--- src/rtl/bm_rr_op_scheduler.sv ---
// Round-robin arbiter sharing one AND/invert unit among NREQ requesters; result tagged with winner id.
// Grant one cycle after IDLE sampling, valid OP_LAT+1 cycles after grant; requests are ignored while busy (held ones are served later).
module bm_rr_op_scheduler #(
    parameter int BITS   = 2,
    parameter int NREQ   = 4,
    parameter int ID_W   = 2,
    parameter int OP_LAT = 2
) (
    input  logic                 clock,
    input  logic                 reset_n,
    input  logic [NREQ-1:0]      req_in,
    input  logic [NREQ*BITS-1:0] a_in,
    input  logic [NREQ*BITS-1:0] b_in,
    input  logic [NREQ-1:0]      op_in,
    output logic [NREQ-1:0]      gnt_out,
    output logic                 busy_out,
    output logic                 valid_out,
    output logic [BITS-1:0]      result_out,
    output logic [ID_W-1:0]      id_out
);

    localparam logic [1:0] S_IDLE  = 2'd0;
    localparam logic [1:0] S_GRANT = 2'd1;
    localparam logic [1:0] S_BUSY  = 2'd2;
    localparam logic [1:0] S_DONE  = 2'd3;

    logic [1:0]      state_q, state_d;
    logic [ID_W-1:0] ptr_q, ptr_d;
    logic [3:0]      cnt_q, cnt_d;
    logic [ID_W-1:0] id_q, id_d;
    logic [BITS-1:0] a_q, a_d;
    logic [BITS-1:0] b_q, b_d;
    logic            op_q, op_d;
    logic [BITS-1:0] res_q, res_d;
    logic [ID_W-1:0] rid_q, rid_d;

    logic            win_vld;
    logic [ID_W-1:0] win_id;
    logic [ID_W-1:0] idx;

    // Scan from the farthest offset down so the requester closest to ptr wins.
    always_comb begin
        win_vld = 1'b0;
        win_id  = '0;
        idx     = '0;
        for (int i = NREQ - 1; i >= 0; i--) begin
            idx = ptr_q + ID_W'(i);
            if (req_in[idx]) begin
                win_vld = 1'b1;
                win_id  = idx;
            end
        end
    end

    always_comb begin
        state_d = state_q;
        ptr_d   = ptr_q;
        cnt_d   = cnt_q;
        id_d    = id_q;
        a_d     = a_q;
        b_d     = b_q;
        op_d    = op_q;
        res_d   = res_q;
        rid_d   = rid_q;
        case (state_q)
            S_IDLE: begin
                if (win_vld) begin
                    state_d = S_GRANT;
                    id_d    = win_id;
                    a_d     = a_in[win_id*BITS +: BITS];
                    b_d     = b_in[win_id*BITS +: BITS];
                    op_d    = op_in[win_id];
                    cnt_d   = 4'(OP_LAT);
                end
            end
            S_GRANT: state_d = S_BUSY;
            S_BUSY: begin
                cnt_d = cnt_q - 4'd1;
                // Result registers load on entry to DONE so they are visible with valid_out.
                if (cnt_q == 4'd1) begin
                    state_d = S_DONE;
                    res_d   = op_q ? ~a_q : (a_q & b_q);
                    rid_d   = id_q;
                end
            end
            S_DONE: begin
                ptr_d   = id_q + ID_W'(1);
                state_d = S_IDLE;
            end
            default: state_d = S_IDLE;
        endcase
    end

    always_ff @(posedge clock or negedge reset_n) begin
        if (!reset_n) begin
            state_q <= S_IDLE;
            ptr_q   <= '0;
            cnt_q   <= '0;
            id_q    <= '0;
            a_q     <= '0;
            b_q     <= '0;
            op_q    <= 1'b0;
            res_q   <= '0;
            rid_q   <= '0;
        end else begin
            state_q <= state_d;
            ptr_q   <= ptr_d;
            cnt_q   <= cnt_d;
            id_q    <= id_d;
            a_q     <= a_d;
            b_q     <= b_d;
            op_q    <= op_d;
            res_q   <= res_d;
            rid_q   <= rid_d;
        end
    end

    always_comb begin
        gnt_out = '0;
        if (state_q == S_GRANT) begin
            gnt_out[id_q] = 1'b1;
        end
    end

    assign busy_out   = (state_q != S_IDLE);
    assign valid_out  = (state_q == S_DONE);
    assign result_out = res_q;
    assign id_out     = rid_q;

endmodule

--- config.mk ---
export PLATFORM = sky130hd
export DESIGN_NAME = bm_rr_op_scheduler
export DESIGN_NICKNAME = d
export VERILOG_FILES = /design/src/rtl/bm_rr_op_scheduler.sv
export SDC_FILE = /design/constraint.sdc
export NUM_CORES = 1
export LEC_CHECK = 0
export ABC_CLOCK_PERIOD_IN_PS = 4000
export BUFFER_PORTS_ARGS = -buffer_cell sky130_fd_sc_hd__buf_2
export CAP_MARGIN = 15
export CORE_UTILIZATION = 45
export CTS_CLUSTER_SIZE = 12
export DETAILED_ROUTE_END_ITERATION = 8
export HOLD_SLACK_MARGIN = 0.12
export PLACE_DENSITY_LB_ADDON = 0.05
export SLEW_MARGIN = 0
export SYNTH_ARGS = -nofsm -noshare
export SYNTH_HDL_FRONTEND = slang
export SYNTH_SLANG_ARGS = --single-unit
--- constraint.sdc ---
create_clock -name clock -period 4 [get_ports clock]
set_input_delay 0.4 -clock clock [delete_from_list [all_inputs] [get_ports clock]]
set_output_delay 0.4 -clock clock [all_outputs]
set_load 0.02 [all_outputs]
==> results.json, run 1 <==
{
  "synth-edff-count": 0,
  "routed_wl_um": 2418,
  "grt_pass1_vias": 871,
  "p_leak_nw": 0.7692,
  "ys_seq_area_share_pct": 38.15,
  "dieHeight_um": 54.63,
  "finalSetupViolCount": 0,
  "r2r_start": "ptr_q[0]",
  "fin_crit_ns": 1.848,
  "synthArstFlopShare_pct": 100.0,
  "syn_nets": 157,
  "fin_util_pct": 57.37,
  "endpoint_kind": "flip-flop",
  "io_pins": 36,
  "clk_pin_slew_ns": 0.11,
  "cts_root_buf": "clkbuf_4",
  "dpl_worst_slack_ns": 1.974,
  "dp_hpwl_um": 1890,
  "grt_start_max_net_pins": 20,
  "layout.nets": 193,
  "grt_overflow": 0,
  "core-area_mm2": 0.002545,
  "die_x_um": 54.63,
  "p_int_w": 0.0005672,
  "grt_pass1_wl_um": 3843,
  "wl_per_cell_um": 13.00,
  "rsz0062_at_grt": "no",
  "h-tree-depth": 1,
  "worstHoldPathType": "in2reg",
  "status": "complete, no violations",
  "ir_drop_mv": 0.3665,
  "cts_buffers": 3,
  "drive_gt1_share_pct": 32.05,
  "clkPwrFrac_pct": 9.9,
  "antenna_found_initial": 0,
  "min-delay-start": "b_in[2]",
  "crit-reg2reg-capture": "b_q[1]",
  "post_cts_resized": 0,
  "crit_fanout": 11,
  "finalClockSkew_ns": 0.006241,
  "max-cap-violations": 0,
  "slew_headroom_pct": 54.55,
  "worst_hold_path.endpoint": "b_q[0]",
  "cts_tree": "done",
  "antenna_cells": 0,
  "synth_cell_types": 30,
  "finalMaxSlewViolations": 0,
  "row_count": 18,
  "holdBufCountCts": 1,
  "clk_latency_ns": 0.30,
  "post-route-period-util_pct": 46.20,
  "fmax_ghz": 0.5411,
  "r2r_slack_ns": 2.15,
  "ys.flop_type": "dfrtp_1",
  "synthCells": 121,
  "holdPathStages": 3,
  "cp.required_ns": 4.18,
  "gp_congestion": 0.7696,
  "hold_viol_final": 0,
  "switching_share_pct": 44.17,
  "die_area_mm2": 0.002984,
  "detail-route-antenna-nets": 0,
  "worst_hold_slack_ns": 0.4168,
  "ys_ff_latch": 19,
  "pwr-share-seq_pct": 36.3,
  "start_util_pct": 48.97,
  "clkSinkCount": 19,
  "arrival_ns": 2.02,
  "avgSynthCellArea_um2": 10.30,
  "critPathLaunchType": "flip-flop",
  "p_switching_w": 0.0004487,
  "first_pass_iters": 4,
  "drt_iter0_drc": 14,
  "ctsLongestPathBuffers": 2,
  "critical_path_class": "reg2reg",
  "route.detailed.drc": 0,
  "grt_usage_pct": 18.37,
  "power_density_mw_per_mm2": 695.8,
  "postCtsSetupRepairBufs": 0,
  "area_growth_pct": 17.17,
  "rr_worst_depth": 4,
  "setup_tns_ns": 0,
  "synth.cell_area_mm2": 0.001246,
  "ys_warn_count": 0,
  "io_buffers": 35,
  "viasPerCell": 5.360,
  "worst_slew_pin_slew_ns": 0.6818,
  "fin_ws_ns": 2.152,
  "p_comb_share_pct": 53.8,
  "via_count": 997
}
## routing by layer
layer | vias to the layer above | share of wire, % | global-route usage [%]
met5 | - | 0 | 0
li1 | 493 | - | -
met1 | 469 | 45 | 23.10
met2 | 30 | 49 | 31.73
met4 | 0 | 1.4 | 6.410
met3 | 5 | 4.5 | 2.500
## layout make-up
class	count	area, µm²
clock buffer	4	26.28
fill	244	1085
inverter	11	41.29
multi-input combinational	86	694.4
sequential	19	475.5
tap	30	37.54
timing repair buffer	36	185.2
## how the worst max path moves through the flow
stage	start	endpoint	slack (ns)	cells after the start
2_1_floorplan	state_q[0]	id_out[0]	2.31	6
3_3_place_gp	req_in[2]	a_q[0]	2.04	6
3_5_place_dp	req_in[2]	b_q[1]	1.97	6
4_1_cts	ptr_q[0]	b_q[1]	2.13	4
5_1_grt	ptr_q[0]	b_q[1]	2.03	4
6_report	ptr_q[0]	b_q[1]	2.15	4
## cell usage after synthesis, types with 4 or more instances
master / number / share of area (%)
inv_1: 11 / 3.3
nand2_1: 15 / 4.5
dfrtp_1: 19 / 38
nor2_1: 6 / 1.8
ha_1: 10 / 10
and2_1: 5 / 2.5
o21ai_1: 5 / 2.0
mux2_2: 4 / 3.6
o221ai_2: 5 / 6.0
a21oi_1: 6 / 2.4
mux2i_1: 11 / 8.8
## stage by stage
stage | instances | total power [W] | cell area, µm²
finish | 186 | 0.001016 | 1460
global route | 186 | 0.001112 | 1460
CTS | 186 | 0.001023 | 1460
detailed placement | 181 | 0.0009209 | 1424
global placement | 181 | 0.0009030 | 1424
floorplan | 121 | 0.0007981 | 1246
## flip-flops by register name, summed over array words and instances (netlist names), 2 cells and up
register / cells
state_q: 2
result_out: 2
id_q: 2
a_q: 2
cnt_q: 4
b_q: 2
ptr_q: 2
id_out: 2
## cell usage in the layout, fill, tap and decap left out
master,synthesis,final
buf_2,1,35
dfrtp_1,19,19
nand2_1,15,15
inv_1,11,11
mux2i_1,11,11
ha_1,10,10
nor2_1,6,6
a21oi_1,6,6
and2_1,5,5
o21ai_1,5,5
o221ai_2,5,5
mux2_2,4,4
clkbuf_4,0,3
nand2b_1,2,2
a21o_1,2,2
mux2_1,2,2
nor4_4,1,1
o22a_1,1,1
o221a_1,1,1
a221oi_2,1,1
o22ai_2,1,1
o22ai_1,1,1
or2_1,1,1
or3_1,1,1
nor3_1,1,1
a22oi_1,1,1
and3_1,1,1
a22o_1,1,1
a32oi_1,1,1
clkbuf_1,2,1
dlygate4sd3_1,0,1
## critical path, stage by stage, from the launching register on
cell	delay [ns]
dfrtp_1	0.43
o221a_1	0.29
o22ai_2	0.54
mux2i_1	0.34
o221ai_2	0.14
## power by group through the flow
| stage | clock (W) | sequential [W] | combinational [W] |
|---|---|---|---|
| after detailed placement | 0 | 0.000373 | 0.000548 |
| after floorplan | 0 | 0.000372 | 0.000426 |
| after global routing | 0.000113 | 0.000381 | 0.000618 |
| final | 0.000100 | 0.000369 | 0.000547 |
| after global placement | 0 | 0.000367 | 0.000536 |
| after CTS | 0.000102 | 0.000368 | 0.000552 |
## cell families (layout without fill, tap and decap cells)
| group | Yosys count | after routing | synth area share, % |
|---|---|---|---|
| and+or+nand+nor | 33 | 33 | 13.45 |
| AOI/OAI and AO/OA | 26 | 26 | 17.97 |
| DFF | 19 | 19 | 38.15 |
| muxes | 17 | 17 | 14.26 |
| buffers and inverters | 16 | 51 | 6.124 |
| adders and majority gates | 10 | 10 | 10.04 |
(Power assumes the default switching activity.)
==> inputs of run 2 (changes only) <==
--- a/config.mk
+++ b/config.mk
@@ -5,7 +5,7 @@
 export SDC_FILE = /design/constraint.sdc
 export NUM_CORES = 1
 export LEC_CHECK = 0
-export ABC_CLOCK_PERIOD_IN_PS = 4000
+export ABC_CLOCK_PERIOD_IN_PS = 1600
 export BUFFER_PORTS_ARGS = -buffer_cell sky130_fd_sc_hd__buf_2
 export CAP_MARGIN = 15
 export CORE_UTILIZATION = 45
==> constraint.sdc (replaced) <==
create_clock -name clock -period 1.6 [get_ports clock]
set_input_delay 0.16 -clock clock [delete_from_list [all_inputs] [get_ports clock]]
set_output_delay 0.16 -clock clock [all_outputs]
set_load 0.02 [all_outputs]
==> run 2 against run 1 <==
Net effect:
- clock power is 130% higher
- worst setup slack lost 2.1 ns
- count of clock-buffer cells in the layout is the same
- global-route usage is 1.7 points lower
- sequential cell count unchanged
- largest cell class unchanged
- largest power group unchanged
==> results.json, run 2 (same netlist as run 1, synthesis figures left out) <==
{
  "critical-path-slowest-cell": "dfrtp_1",
  "largest_reg_flops": 4,
  "r2r_start": "state_q[1]",
  "io_pins": 36,
  "startpoint": "state_q[1]",
  "max-cap-violations": 0,
  "fin_cells": 192,
  "crit-reg2reg-capture": "cnt_q[2]",
  "antenna_found_initial": 0,
  "r2r_slack_ns": 0.06,
  "detail-route-antenna-nets": 0,
  "clkPwrFrac_pct": 8.5,
  "cp.required_ns": 1.78,
  "power_density_mw_per_mm2": 1740,
  "cts_buffers": 3,
  "max_stage_delay_ns": 0.41,
  "arrival_ns": 1.72,
  "final_common_cell": "buf_2",
  "pwr-share-seq_pct": 33.6,
  "io_buffers": 35,
  "grt_overflow": 0,
  "place_inst": 187,
  "worst_slew_pin_slew_ns": 0.4161,
  "rr_worst_depth": 6,
  "start_util_pct": 48.97,
  "register_area_um2": 475.5,
  "grt_start_max_net_pins": 20,
  "critical_path_class": "reg2reg",
  "p_comb_share_pct": 57.9,
  "switching_share_pct": 41.46,
  "largest_register": "cnt_q",
  "rsz0062_at_grt": "no",
  "route.detailed.drc": 0,
  "hold_viol_final": 0,
  "finalClockSkew_ns": 0.006778,
  "area_growth_pct": 22.99,
  "cts_tree": "done",
  "h-tree-depth": 1,
  "routed_wl_um": 2261,
  "clkSinkCount": 19,
  "row_count": 18,
  "multiInputGateArea_um2": 709.4,
  "p_leak_nw": 0.7997,
  "core-area_mm2": 0.002545,
  "via_count": 979,
  "die_area_mm2": 0.002984,
  "fmax_ghz": 0.6496,
  "crit_fanout": 5,
  "ctsLongestPathBuffers": 2,
  "post-route-period-util_pct": 96.22,
  "fillCellCount": 232,
  "setup_tns_ns": 0,
  "dieHeight_um": 54.63,
  "dp_hpwl_um": 1803,
  "viasPerCell": 5.099,
  "critPathLaunchType": "flip-flop",
  "status": "complete, no violations",
  "worstHoldPathType": "in2reg",
  "ir_drop_mv": 1.021,
  "cts_root_buf": "clkbuf_4",
  "clk_latency_ns": 0.29,
  "cp-endpoint": "cnt_q[2]",
  "drive_gt1_share_pct": 37.65,
  "grt_pass1_wl_um": 3519,
  "slew_headroom_pct": 72.26,
  "cp_top_family": "flip-flops",
  "die_x_um": 54.63,
  "drt_iter0_drc": 11,
  "worst_hold_slack_ns": 0.1848,
  "layout_common_cells": "buf_2 (35), dfrtp_1 (19), nand2_1 (15)",
  "gp_congestion": 0.7123,
  "grt_pass1_vias": 825,
  "crit_path_cell_trace": "inv_1 > ha_2 > and2_4 > nor2_1 > mux2_2 > a22o_1",
  "fin_crit_ns": 1.540,
  "p_switching_w": 0.001106,
  "layout.nets": 199,
  "grt_usage_pct": 16.65,
  "first_pass_iters": 4,
  "p_int_w": 0.001561,
  "endpoint_kind": "flip-flop",
  "path_buf_inv": 1,
  "clk_pin_slew_ns": 0.10,
  "finalSetupViolCount": 0,
  "wl_per_cell_um": 11.78,
  "antenna_cells": 0,
  "crit_cells": 6,
  "finalMaxSlewViolations": 0
}
-- run 2: cell count changes in the layout (fill, tap and decap cells not counted) --
cell / before / now
mux2i_2: 0 / 2
mux2i_1: 11 / 9
buf_12: 0 / 1
or2_1: 1 / 0
or2_4: 0 / 1
ha_1: 10 / 9
and2_4: 0 / 1
ha_2: 0 / 1
and2_1: 5 / 4
buf_4: 0 / 5
-- run 2: final cells by class --
class,count,share of cell area (%)
multi-input combinational,86,46.29
sequential,19,31.02
timing repair buffer,42,15.84
inverter,11,2.694
tap,30,2.449
clock buffer,4,1.714
-- run 2: metrics by stage --
step | setup WS [ns] | utilization (%) | cell area, µm² | total power [W]
finish | 0.06047 | 60.23 | 1533 | 0.002667
global route | 0.003194 | 60.23 | 1533 | 0.002929
CTS | 0.02387 | 59.73 | 1520 | 0.002681
detailed placement | 0.01040 | 58.21 | 1481 | 0.002437
global placement | 0.07141 | 58.21 | 1481 | 0.002401
floorplan | 0.02787 | - | 1247 | 0.001999
-- run 2: what timing repair did --
| action | in CTS | in global routing |
|---|---|---|
| hold buffers | 1 | 0 |
| endpoints found under the hold margin | 19 | 0 |
| buffers inserted | 0 | 0 |
| gates resized for setup | 1 | 4 |
| endpoints found under the setup margin | 1 | 6 |
| pin swaps | 0 | 1 |
-- run 2: worst min-delay path by stage --
stage	startpoint	to	slack (ns)	depth (start not counted)
6_report	b_in[6]	b_q[0]	0.18	3
5_1_grt	b_in[3]	b_q[1]	0.19	3
4_1_cts	b_in[6]	b_q[0]	0.18	3
3_5_place_dp	reset_n	state_q[0]	0.13	1
3_3_place_gp	reset_n	state_q[0]	0.12	1
2_1_floorplan	reset_n	a_q[0]	-0.14	0
-- run 2: tightest hold or removal path, cell delays in order --
cell      delay, ns
buf_2          0.07
mux2i_1        0.06
o221ai_2       0.15
-- run 2: power groups by stage --
stage / clock (W) / sequential (W) / combinational [W]
after CTS: 0.000242 / 0.000896 / 0.00154
after global routing: 0.000258 / 0.000931 / 0.00174
final: 0.000227 / 0.000895 / 0.00155
after global placement: 0 / 0.000900 / 0.00150
after floorplan: 0 / 0.000931 / 0.00107
after detailed placement: 0 / 0.000905 / 0.00153
-- run 2: metal layers --
metal / part of all wire (%) / track usage, %
met5: 0 / 0
met4: 0 / 2.564
met3: 4.3 / 5.000
met2: 45 / 26.10
met1: 51 / 22.84
==> inputs of run 3 (changes only) <==
--- a/config.mk
+++ b/config.mk
@@ -5,12 +5,13 @@
 export SDC_FILE = /design/constraint.sdc
 export NUM_CORES = 1
 export LEC_CHECK = 0
-export ABC_CLOCK_PERIOD_IN_PS = 1600
+export ABC_CLOCK_PERIOD_IN_PS = 1300
 export BUFFER_PORTS_ARGS = -buffer_cell sky130_fd_sc_hd__buf_2
 export CAP_MARGIN = 15
 export CORE_UTILIZATION = 45
 export CTS_CLUSTER_SIZE = 12
 export DETAILED_ROUTE_END_ITERATION = 8
+export GPL_TIMING_DRIVEN = 0
 export HOLD_SLACK_MARGIN = 0.12
 export PLACE_DENSITY_LB_ADDON = 0.05
 export SLEW_MARGIN = 0
==> constraint.sdc (replaced) <==
create_clock -name clock -period 1.3 [get_ports clock]
set_input_delay 0.13 -clock clock [delete_from_list [all_inputs] [get_ports clock]]
set_output_delay 0.13 -clock clock [all_outputs]
set_load 0.02 [all_outputs]
==> run 3 against run 2 <==
Net effect:
- the run now ends with negative setup slack left
- worst setup slack got worse by 0.26 ns
- critical endpoint is now a_q[0]
- count of clock-buffer cells in the layout unchanged
- worst hold slack got worse by 0.037 ns
==> results.json, run 3 (same netlist as run 1, synthesis figures left out) <==
{
  "dp_hpwl_um": 1955,
  "grt_overflow": 0,
  "cp_top_family": "compound AO/OA/AOI/OAI gates",
  "crit_cells": 5,
  "endpoint_kind": "flip-flop",
  "largest_reg_flops": 4,
  "ctsLongestPathBuffers": 2,
  "power_density_mw_per_mm2": 2303,
  "r2r_start": "ptr_q[0]",
  "detail-route-antenna-nets": 0,
  "final_common_cell": "buf_2",
  "critPathLaunchType": "flip-flop",
  "worst_slew_pin_slew_ns": 0.4300,
  "status": "complete, but fails checks",
  "cts_root_buf": "clkbuf_4",
  "dpl_worst_slack_ns": -0.2391,
  "rr_worst_depth": 5,
  "cts_tree": "done",
  "post-route-period-util_pct": 115.6,
  "place_area_mm2": 0.001525,
  "rsz0062_at_grt": "yes",
  "die_area_mm2": 0.002984,
  "via_count": 1111,
  "finalSetupViolCount": 19,
  "dieHeight_um": 54.63,
  "clk_pin_slew_ns": 0.10,
  "io_buffers": 35,
  "crit-reg2reg-capture": "a_q[0]",
  "die_x_um": 54.63,
  "setup_tns_ns": -2.254,
  "finalClockSkew_ns": 0.0006679,
  "hold_viol_final": 0,
  "largest_register": "cnt_q",
  "violations": "negative setup slack",
  "worst_hold_slack_ns": 0.1475,
  "finalMaxSlewViolations": 0,
  "holdPathStages": 3,
  "route.detailed.drc": 0,
  "startpoint": "ptr_q[0]",
  "core-area_mm2": 0.002545,
  "fmax_ghz": 0.6653,
  "row_count": 18,
  "fin_ws_ns": -0.2031,
  "worst_hold_path.endpoint": "b_q[1]",
  "min-delay-start": "b_in[1]",
  "max_stage_delay_ns": 0.42,
  "drt_iter0_drc": 10,
  "grt_usage_pct": 23.04,
  "ir_drop_mv": 1.752,
  "io_pins": 36,
  "area_growth_pct": 56.73,
  "r2r_slack_ns": -0.20,
  "antenna_cells": 0,
  "wl_per_cell_um": 14.41,
  "viasPerCell": 5.265,
  "gp_congestion": 0.7377,
  "drive_gt1_share_pct": 64.09,
  "path_buf_inv": 1,
  "p_leak_nw": 0.9249,
  "layout_common_cells": "buf_2 (29), dfrtp_1 (17), buf_6 (16)",
  "cts_buffers": 3,
  "crit_fanout": 5,
  "max-cap-violations": 0,
  "layout.nets": 218,
  "clk_latency_ns": 0.30,
  "critical_path_class": "reg2reg",
  "clkSinkCount": 19,
  "grt_start_max_net_pins": 20,
  "start_util_pct": 48.97,
  "critical-path-slowest-cell": "dfrtp_1",
  "slew_headroom_pct": 71.34,
  "crit_path_cell_trace": "o221a_1 > o22ai_4 > buf_6 > mux2i_1 > o221ai_2",
  "grt_pass1_wl_um": 4705,
  "first_pass_iters": 4,
  "grt_pass1_vias": 1011,
  "cp.required_ns": 1.49,
  "worstHoldPathType": "in2reg",
  "h-tree-depth": 1,
  "fin_util_pct": 76.75,
  "fin_crit_ns": 1.503,
  "antenna_found_initial": 0,
  "design_area_mm2": 0.001953,
  "arrival_ns": 1.69,
  "routed_wl_um": 3040
}
## run 3: routing by layer
layer | vias up | wire length [µm] | global-route usage, % | share of wire [%]
met1 | 536 | 1296 | 27.27 | 43
met2 | 27 | 1597 | 41.16 | 53
met3 | 5 | 114 | 5.833 | 3.8
met5 | - | 0 | 0 | 0
li1 | 543 | - | - | -
met4 | 0 | 31 | 5.128 | 1.0
## run 3: worst max path at each step
stage,endpoint,slack [ns]
CTS,a_q[1],-0.24
finish,a_q[0],-0.20
detailed placement,a_q[1],-0.24
global route,b_q[0],-0.28
floorplan,id_out[0],-0.15
global placement,op_q,-0.23
## run 3: through the flow
| stage | total power [W] | std cells |
|---|---|---|
| final | 0.004499 | 211 |
| after global routing | 0.004877 | 211 |
| after CTS | 0.004152 | 210 |
| after detailed placement | 0.003102 | 186 |
| after global placement | 0.003008 | 186 |
| after floorplan | 0.002621 | 121 |
## run 3: repair_timing
action | 4_1_cts | 5_1_grt
setup buffers | 20 | 2
pin swaps | 11 | 11
cloned | 1 | 0
endpoints found under the hold margin | 19 | 0
gates resized for setup | 37 | 25
endpoints found under the setup margin | 19 | 23
hold buffers | 1 | 0
## run 3: final cells by class
| cell class | count | area [µm²] |
|---|---|---|
| flip-flops and latches | 19 | 478.0 |
| fillers | 176 | 591.8 |
| multi-input cells | 86 | 897.1 |
| repair buffers | 59 | 450.4 |
| well taps | 30 | 37.54 |
| clock buffers | 4 | 26.28 |
| plain buffers | 2 | 22.52 |
| inverters | 11 | 41.29 |
## run 3: power by group
part,leakage (nW),total [W],switching [W],internal [W]
combinational,0.679,0.00304,0.00138,0.00166
sequential,0.231,0.00116,0.000274,0.000882
clock,0.0150,0.000299,0.000179,0.000120
## run 3: worst reg2reg max path, stage by stage, from the launching register on
cell,delay (ns)
dfrtp_1,0.42
o221a_1,0.28
o22ai_4,0.16
buf_6,0.17
mux2i_1,0.23
o221ai_2,0.12
